## src/rtl/hazard_ctrl_pkg.sv

```systemverilog
// Shared pipeline encodings for the hazard controller: load result select,
// forwarding-mux selects and the memory-wait FSM state type.
package hazard_ctrl_pkg;

    localparam logic [1:0] RESULT_LOAD = 2'b01;

    localparam logic [1:0] FWD_RF  = 2'b00;
    localparam logic [1:0] FWD_MEM = 2'b10;
    localparam logic [1:0] FWD_WB  = 2'b01;

    typedef enum logic {
        RUN,
        MEM_WAIT
    } fsm_state_t;

    // The MEM-stage producer is younger than WB, so its value wins.
    function automatic logic [1:0] fwd_sel(
        input logic [4:0] rs,
        input logic [4:0] rd_m,
        input logic       we_m,
        input logic [4:0] rd_w,
        input logic       we_w
    );
        if (we_m && (rd_m != 5'd0) && (rd_m == rs))
            return FWD_MEM;
        else if (we_w && (rd_w != 5'd0) && (rd_w == rs))
            return FWD_WB;
        else
            return FWD_RF;
    endfunction

endpackage

```

## src/rtl/hazard_ctrl_sat_counter.sv

```systemverilog
// Saturating up-counter: +1 per cycle while inc_i is high, holds at all-ones.
module sat_counter #(
    parameter int CNT_W = 16
) (
    input  logic             clk,
    input  logic             reset,
    input  logic             inc_i,
    output logic [CNT_W-1:0] cnt_o
);

    logic [CNT_W-1:0] cnt_q;
    logic [CNT_W-1:0] cnt_d;

    always_comb begin
        cnt_d = cnt_q;
        if (inc_i && (cnt_q != {CNT_W{1'b1}}))
            cnt_d = cnt_q + 1'b1;
    end

    always_ff @(posedge clk or posedge reset) begin
        if (reset)
            cnt_q <= '0;
        else
            cnt_q <= cnt_d;
    end

    assign cnt_o = cnt_q;

endmodule

```

## src/rtl/hazard_ctrl.sv

```systemverilog
// Hazard controller for the 5-stage RV32I core: forwarding selects, stall/flush
// controls, memory-wait FSM with timeout watchdog and perf counters.
module hazard_ctrl #(
    parameter int MEM_TIMEOUT = 255,
    parameter int CNT_W       = 16
) (
    input  logic             clk,
    input  logic             reset,
    input  logic [4:0]       Rs1D,
    input  logic [4:0]       Rs2D,
    input  logic [4:0]       Rs1E,
    input  logic [4:0]       Rs2E,
    input  logic [4:0]       RdE,
    input  logic [4:0]       RdM,
    input  logic [4:0]       RdW,
    input  logic [1:0]       ResultSrcE,
    input  logic             RegWriteM,
    input  logic             RegWriteW,
    input  logic             PCSrcE,
    input  logic             MemReqM,
    input  logic             MemReadyM,
    output logic [1:0]       ForwardAE,
    output logic [1:0]       ForwardBE,
    output logic             StallF,
    output logic             StallD,
    output logic             StallE,
    output logic             StallM,
    output logic             FlushD,
    output logic             FlushE,
    output logic             FlushW,
    output logic [CNT_W-1:0] lu_stall_cnt,
    output logic [CNT_W-1:0] mem_stall_cnt,
    output logic [CNT_W-1:0] flush_cnt,
    output logic             mem_timeout_err
);
    import hazard_ctrl_pkg::*;

    localparam int WC_W = $clog2(MEM_TIMEOUT + 1);
    localparam logic [WC_W-1:0] WC_MAX = WC_W'(MEM_TIMEOUT);

    logic mem_stall;
    logic lw_stall;

    fsm_state_t      state_q;
    logic [WC_W-1:0] wait_cnt_q;
    logic [WC_W-1:0] wait_cnt_d;
    logic            timeout_err_q;

    assign ForwardAE = fwd_sel(Rs1E, RdM, RegWriteM, RdW, RegWriteW);
    assign ForwardBE = fwd_sel(Rs2E, RdM, RegWriteM, RdW, RegWriteW);

    assign mem_stall = MemReqM & ~MemReadyM;
    assign lw_stall  = (ResultSrcE == RESULT_LOAD) && (RdE != 5'd0) &&
                       ((RdE == Rs1D) || (RdE == Rs2D));

    // A memory freeze holds every stage, including a taken branch sitting in EX.
    always_comb begin
        StallF = 1'b0;
        StallD = 1'b0;
        StallE = 1'b0;
        StallM = 1'b0;
        FlushD = 1'b0;
        FlushE = 1'b0;
        FlushW = 1'b0;
        if (!reset) begin
            if (mem_stall) begin
                StallF = 1'b1;
                StallD = 1'b1;
                StallE = 1'b1;
                StallM = 1'b1;
                FlushW = 1'b1;
            end else if (lw_stall) begin
                StallF = 1'b1;
                StallD = 1'b1;
                FlushE = 1'b1;
                FlushD = PCSrcE;
            end else if (PCSrcE) begin
                FlushD = 1'b1;
                FlushE = 1'b1;
            end
        end
    end

    assign wait_cnt_d = wait_cnt_q + 1'b1;

    // The watchdog only flags; the pipeline keeps stalling until memory answers.
    always_ff @(posedge clk or posedge reset) begin
        if (reset) begin
            state_q       <= RUN;
            wait_cnt_q    <= '0;
            timeout_err_q <= 1'b0;
        end else begin
            case (state_q)
                RUN: begin
                    wait_cnt_q <= '0;
                    if (mem_stall)
                        state_q <= MEM_WAIT;
                end
                MEM_WAIT: begin
                    if (MemReadyM) begin
                        state_q    <= RUN;
                        wait_cnt_q <= '0;
                    end else if (wait_cnt_q != WC_MAX) begin
                        wait_cnt_q <= wait_cnt_d;
                        if (wait_cnt_d == WC_MAX)
                            timeout_err_q <= 1'b1;
                    end
                end
                default: state_q <= RUN;
            endcase
        end
    end

    assign mem_timeout_err = timeout_err_q;

    sat_counter #(.CNT_W(CNT_W)) u_lu_cnt (
        .clk   (clk),
        .reset (reset),
        .inc_i (lw_stall & ~mem_stall),
        .cnt_o (lu_stall_cnt)
    );

    sat_counter #(.CNT_W(CNT_W)) u_mem_cnt (
        .clk   (clk),
        .reset (reset),
        .inc_i (mem_stall),
        .cnt_o (mem_stall_cnt)
    );

    sat_counter #(.CNT_W(CNT_W)) u_flush_cnt (
        .clk   (clk),
        .reset (reset),
        .inc_i (PCSrcE & ~mem_stall),
        .cnt_o (flush_cnt)
    );

endmodule

```

## config.mk

```make
export PLATFORM = sky130hd
export DESIGN_NAME = hazard_ctrl
export DESIGN_NICKNAME = d
export VERILOG_FILES = /design/src/rtl/hazard_ctrl_pkg.sv /design/src/rtl/hazard_ctrl_sat_counter.sv /design/src/rtl/hazard_ctrl.sv
export SDC_FILE = /design/constraint.sdc
export NUM_CORES = 1
export LEC_CHECK = 0
export ABC_AREA = 1
export CORE_MARGIN = 5
export CORE_UTILIZATION = 45
export CTS_BUF_LIST = sky130_fd_sc_hd__clkbuf_4 sky130_fd_sc_hd__clkbuf_8
export CTS_CLUSTER_DIAMETER = 80
export DETAILED_ROUTE_END_ITERATION = 16
export DONT_BUFFER_PORTS = 1
export HOLD_SLACK_MARGIN = 0.06
export SLEW_MARGIN = 20
export SYNTH_ARGS = -nofsm -noshare
export SYNTH_HDL_FRONTEND = slang
export SYNTH_SLANG_ARGS = --single-unit
```

## constraint.sdc

```tcl
create_clock -name clk -period 2.8 [get_ports clk]
set_clock_uncertainty 0.1 [all_clocks]
set_input_delay 0.14 -clock clk [delete_from_list [all_inputs] [get_ports clk]]
set_output_delay 0.14 -clock clk [all_outputs]
set_load 0.01 [all_outputs]
```

# == Yosys cells after proc, flatten, opt, wreduce, memory -nomap -nowiden ==
# Index checks and enable logic that the tools add are counted.
# totals
wordCells,66
output_inout_bits,60
ff_bits,58
# classes
eq_ne,13
bitwise,6
mux,21
addsub,4
reduce_logical,16
# op_table
op,n
$add 16x1->16 const B,3
$ne 16x16->1 const B,3
$eq 5x5->1,6
$mux 8,2
$pmux 8 s2,1
$mux 1,15
$reduce_bool 5->1,3
$logic_and 1x1->1,11
$add 8x1->8 const B,1
$eq 8x8->1 const B,1
$ne 8x8->1 const B,1
$mux 2,2
$reduce_and 4->1,1
$and 1x1->1,3
$ne 3x2->1 const B,1
$not 1->1,3
$eq 2x1->1 const B,1
$pmux 1 s2,1
$logic_or 1x1->1,1

# == Longest topological paths before layout ==
# depth
word_depth,6
depth_mapped,11
depth_no_buf,10

# == Cells and area by module ==
# Synthesis repeated with hierarchy kept, for this count alone.
# hier_totals
hier_cells,620
area_unflattened_um2,4321.6
# by_module_without_submodules
mod,area_per_inst_um2,seq_area_each_um2,n_inst,cells_per_inst
sat_counter,1069.8,400.4,3,150
hazard_ctrl,1112.3,250.2,1,170

# == Least setup slack after synthesis ==
# OpenSTA, ideal clock, no wires.
# synth_timing
path_type,flip-flop to flip-flop
start,"reg u_lu_cnt.cnt_q[0], in the netlist u_lu_cnt.cnt_o[0]"
end,"reg u_lu_cnt.cnt_q[2], in the netlist u_lu_cnt.cnt_o[2]"
path_slack_ns,1.112
synth_period_minus_slack_ns,1.688
stages_incl_launch_ff,10
t_arrival_ns,1.471
cell_sequence,dfrtp_1 ha_1 nand3_2 nor3_2 nand3_2 clkinv_1 nor2_4 buf_12 nand2_2 nand2_1
# synth_via
elab_chain_len,2
word_cells_on_any_way,3
classes_between,1 x add/sub; 1 x eq/ne; 1 x reduce/logical
# synth_rtl
element,line,rtl
"start, declared",hazard_ctrl_sat_counter.sv:11,logic [CNT_W-1:0] cnt_q;
"start signal, assigned",hazard_ctrl_sat_counter.sv:24,cnt_q <= cnt_d;
branches (longest 2 deep; another with $add 16x1->16),--,
# Several ways; the timed one is not identified.
# A chain may end at the register's enable or synchronous reset.

# == Worst setup path in the final report ==
# layout_timing
start,"reg u_mem_cnt.cnt_q[0], in the netlist u_mem_cnt.cnt_o[0]"
end,"reg u_mem_cnt.cnt_q[2], in the netlist u_mem_cnt.cnt_o[2]"
# layout_via
elab_chain_len,2
word_cells_on_any_way,3
classes_between,1 x add/sub; 1 x eq/ne; 1 x reduce/logical
# layout_rtl
element,line
"start, declared",hazard_ctrl_sat_counter.sv:11
"start signal, assigned",hazard_ctrl_sat_counter.sv:24
branches (longest 2 deep; another with $add 16x1->16),--
# Several ways; the timed one is not identified.

==> results <==
- Data arrives at the worst endpoint at 2280 ps.
- Setup violations remaining at the end of the flow were counted as 0.
- The slew at the pin closest to its max-slew limit is ~700 ps.
- The final layout contains routed wiring with a total length of between 8000 and 9000 microns.
- The detailed router finished its first iteration with 73 violations.
- The count of distinct cell types in the synthesized netlist is 31.
- Leaving out filler cells and counting taps, the final layout contains between 600 and 700.
- Buffers inserted during clock tree synthesis total 9.
- The number of cells on the worst reg-to-reg path is 8.
- The count of buffers added on input and output ports is 0.
- VDD sags by at most around 0.38 mV.
- The area growth from synthesis to layout is 9.50%.
- Counting instances, the worst hold path has a depth of 4.
- The cell at the root of the clock tree is clkbuf_8.
- The placed wire-length estimate after detailed placement is around 6500 microns.
- The cell leakage power is slightly below 2 nW.
- Counting every net in the synthesized netlist gives approximately 550.
- The number of H-tree levels is 3.
- The endpoint of the worst register-to-register path is u_mem_cnt.cnt_o[2]$_DFFE_PP0P_.
- The tool flagged a number of max-cap violations equal to 0.
- The critical path endpoint category is a flip-flop.
- The signal on the critical path passes through ha_1, nand3_1, inv_1, nand4_1, nand2_1, inv_1, nand2_1, xnor2_1.
- For the final routed database, the setup TNS stands at 0 ps.
- For this run, design rule violations remaining after detail routing come to 0.
- After detailed routing, the average wire length per cell comes to about 14 microns.
- The fraction of the core area covered by cells at the end of the flow is between 50% and 60%.
- Timing would allow up to 460 MHz.
- At the later pin of the worst-skew pair, clock insertion delay measures around 330 ps.
- The largest stage delay on the critical path is 460 ps.
- The wire length of the first global-routing pass is ~15000 microns.
- The via total after detailed routing is approximately 3100.
- The sequential area share after synthesis is between 30% and 40%.
- For this run, the total global-route usage over all layers was measured as 17.6%.
- The class of the worst hold path is primary input to flip-flop.
- Measured against its own limit, the worst slew margin works out to around 52%.
- The first detailed-routing pass took 4 iterations.
- Data on the critical path is required at its endpoint by a little under 3000 ps.
- After synthesis the netlist holds a flip-flop and latch count of a little under 60.
- After clock tree synthesis, the clock-pin slew on the worst setup and hold paths is approximately 60 ps.
- The instance count of the mapped netlist is 503.
- The slowest stage of the critical path belongs to the cell dfrtp_1.
- The largest net degree at the start of global routing is 34.
- For this design the ratio of total power to cell area is between 600 and 700 nW/um^2.
- The die covers between 10000 and 15000 sq um.
- The setup slack of the critical path after layout is around 630 ps.
- Subtracting the final worst setup slack from the clock period gives roughly 2200 ps.
- Yosys printed 0 warnings.
- Before CTS, the worst setup slack after placement is roughly 640 ps.
- After detailed placement, the design holds a cell count of around 600.
- The tree built by TritonCTS fans out to between 50 and 60 sinks.
- The initial antenna violation count was 0.
- Of the cells placed in the final design, the portion with a size suffix greater than 1 is about 9.1%.
- The worst setup path is launched from a flip-flop.
- The total overflow left after global routing is 0.
- The synthesized netlist occupies a cell area of between 3000 and 4000 sq um.
- The clock tree from TritonCTS is done.
- The buffer levels on the longest clock path is 2.
- Once the clock tree was built, the setup fixing pass inserted 0 buffers.
- The run finished with clean final reports.
- The post-route antenna net violation count is 0.
- The register-to-register path setup slack is ~630 ps.
- The number of nets in the layout is ~560.
- The number of hold violations in the final report is 0.
- The number of slew-limit violations in the final report was 0.
- The chip height is 102 microns.
- The worst register-to-register path begins at u_mem_cnt.cnt_o[0]$_DFFE_PP0P_.
- In this run the worst path has a maximum fanout of 13.
- Setup repair after global routing left no endpoint under its margin.
- The ratio of routed vias to standard cells is 4.91.
- The starting density of the core is 46.3%.
- The row count is 33.
- The repair_antennas step left the layout with diodes totalling 0.
- The horizontal die dimension is 102 microns.
- Counting both buffers and inverters, the worst setup path holds a total of 2.
- The mean instance size in the synthesized netlist is between 7 and 8 sq um.
- At the end of routability-driven placement, the weighted congestion stood at slightly below 0.9.
- The number of global-route vias before repair is 3082.
- In this run the standard cell core region covers 8220 sq um.
- The worst hold path terminates at u_flush_cnt.cnt_o[0]$_DFFE_PP0P_.
- The worst hold path begins at PCSrcE.
- 104 I/O pins were placed.
- Of the available clock period, the critical path in the final layout requires 77.6%.
- The family with the most delay on the worst path is simple AND/OR/NAND/NOR gates.
- The path type of the worst setup path is flip-flop to flip-flop.
## logic make-up after synthesis
family	count (synthesis)	synth area share, %
xor+xnor	71	16.3
compound gates	22	2.93
fa+ha+maj	5	1.64
simple gates	280	33.1
flops	58	38.1
buf+inv	67	7.79
## worst min-delay path, cell delays in order
cell and delay (ps):
nand2_1 80, inv_1 80, nand2_4 130, xnor2_1 70
## where the power goes
group / switching, W / total (W) / leakage [nW] / internal, W
Sequential: 0.000229 / 0.00119 / 0.760 / 0.000958
Clock: 0.000338 / 0.000974 / 0.126 / 0.000637
Combinational: 0.000242 / 0.000405 / 1.09 / 0.000163
## cell type report
cell class	count	area (sq um)
Clock buffer	11	151
Clock inverter	4	98.8
Fill cell	794	4050
Inverter	59	221
Multi-Input combinational cell	378	2060
Sequential cell	58	1450
Tap cell	105	131
Timing Repair Buffer	6	55.1
## stage by stage
| stage | power, W | hold WS (ps) | area (sq um) |
|---|---|---|---|
| after floorplan | 0.00150 | 190 | 3800 |
| after global routing | 0.00273 | 161 | 4170 |
| final | 0.00257 | 124 | 4170 |
| after CTS | 0.00260 | 111 | 4170 |
| after global placement | 0.00159 | 69.3 | 3880 |
| after detailed placement | 0.00161 | 68.2 | 3880 |
## timing repair
| action | 4_1_cts | 5_1_grt |
|---|---|---|
| resized for setup | 0 | 0 |
| hold buffers | 4 | 0 |
| endpoints found under the hold margin | 33 | 0 |
## layer usage
| metal | up-vias | wire length [microns] | GRT usage [%] | share of wire [%] |
|---|---|---|---|---|
| met5 | - | 0 | 0 | 0 |
| met4 | 0 | 95 | 6.16 | 1.1 |
| met3 | 8 | 569 | 5.19 | 6.7 |
| met2 | 67 | 4050 | 28.3 | 47 |
| met1 | 1388 | 3830 | 22.6 | 45 |
| li1 | 1587 | - | - | - |
## flip-flops by register name, summed over array words and instances (netlist names)
register / cells
u_lu_cnt.cnt_o: 16
state_q: 1
u_mem_cnt.cnt_o: 16
wait_cnt_q: 8
u_flush_cnt.cnt_o: 16
mem_timeout_err: 1
## cell usage after synthesis
| master | number | area share (%) |
|---|---|---|
| a21oi_1 | 7 | 0.92 |
| a31oi_1 | 1 | 0.16 |
| buf_12 | 1 | 0.53 |
| buf_2 | 2 | 0.26 |
| buf_4 | 3 | 0.59 |
| buf_6 | 2 | 0.59 |
| clkinv_1 | 1 | 0.099 |
| dfrtp_1 | 58 | 38 |
| ha_1 | 5 | 1.6 |
| inv_1 | 52 | 5.1 |
| inv_2 | 6 | 0.59 |
| nand2_1 | 149 | 15 |
| nand2_2 | 12 | 2.0 |
| nand2_4 | 2 | 0.59 |
| nand3_1 | 21 | 2.8 |
| nand3_2 | 2 | 0.53 |
| nand3_4 | 1 | 0.46 |
| nand3b_1 | 1 | 0.20 |
| nand4_1 | 14 | 2.3 |
| nand4_2 | 2 | 0.66 |
| nor2_1 | 52 | 5.1 |
| nor2_2 | 1 | 0.16 |
| nor2_4 | 1 | 0.30 |
| nor3_1 | 18 | 2.4 |
| nor3_2 | 1 | 0.26 |
| nor3_4 | 1 | 0.43 |
| nor4_1 | 2 | 0.33 |
| o21ai_0 | 10 | 1.3 |
| o21ai_1 | 4 | 0.53 |
| xnor2_1 | 26 | 6.0 |
| xor2_1 | 45 | 10 |
## how the worst max path moves through the flow
stage	startpoint	to	cells past startpoint
after detailed placement	u_mem_cnt.cnt_o[0]$_DFFE_PP0P_	u_mem_cnt.cnt_o[5]$_DFFE_PP0P_	8
after global routing	u_mem_cnt.cnt_o[0]$_DFFE_PP0P_	u_mem_cnt.cnt_o[5]$_DFFE_PP0P_	8
final	u_mem_cnt.cnt_o[0]$_DFFE_PP0P_	u_mem_cnt.cnt_o[2]$_DFFE_PP0P_	8
after CTS	u_mem_cnt.cnt_o[0]$_DFFE_PP0P_	u_mem_cnt.cnt_o[2]$_DFFE_PP0P_	8
after global placement	u_mem_cnt.cnt_o[0]$_DFFE_PP0P_	u_mem_cnt.cnt_o[5]$_DFFE_PP0P_	8
after floorplan	u_lu_cnt.cnt_o[0]$_DFFE_PP0P_	u_lu_cnt.cnt_o[2]$_DFFE_PP0P_	9
## cells in the final DEF, fill, tap and decap left out, types with 3 or more instances in the layout
cell type | netlist | layout
bufinv_16 | 0 | 3
nand3_1 | 21 | 21
o21ai_1 | 4 | 4
nand2_1 | 149 | 149
xor2_1 | 45 | 45
dfrtp_1 | 58 | 58
nor2_1 | 52 | 52
a21oi_1 | 7 | 7
nand4_1 | 14 | 14
ha_1 | 5 | 5
o21ai_0 | 10 | 10
nand2_2 | 12 | 12
clkbuf_8 | 0 | 11
inv_1 | 52 | 51
xnor2_1 | 26 | 26
nor3_1 | 18 | 18
inv_2 | 6 | 7
dlygate4sd3_1 | 0 | 4
(Power assumes the default switching activity.)
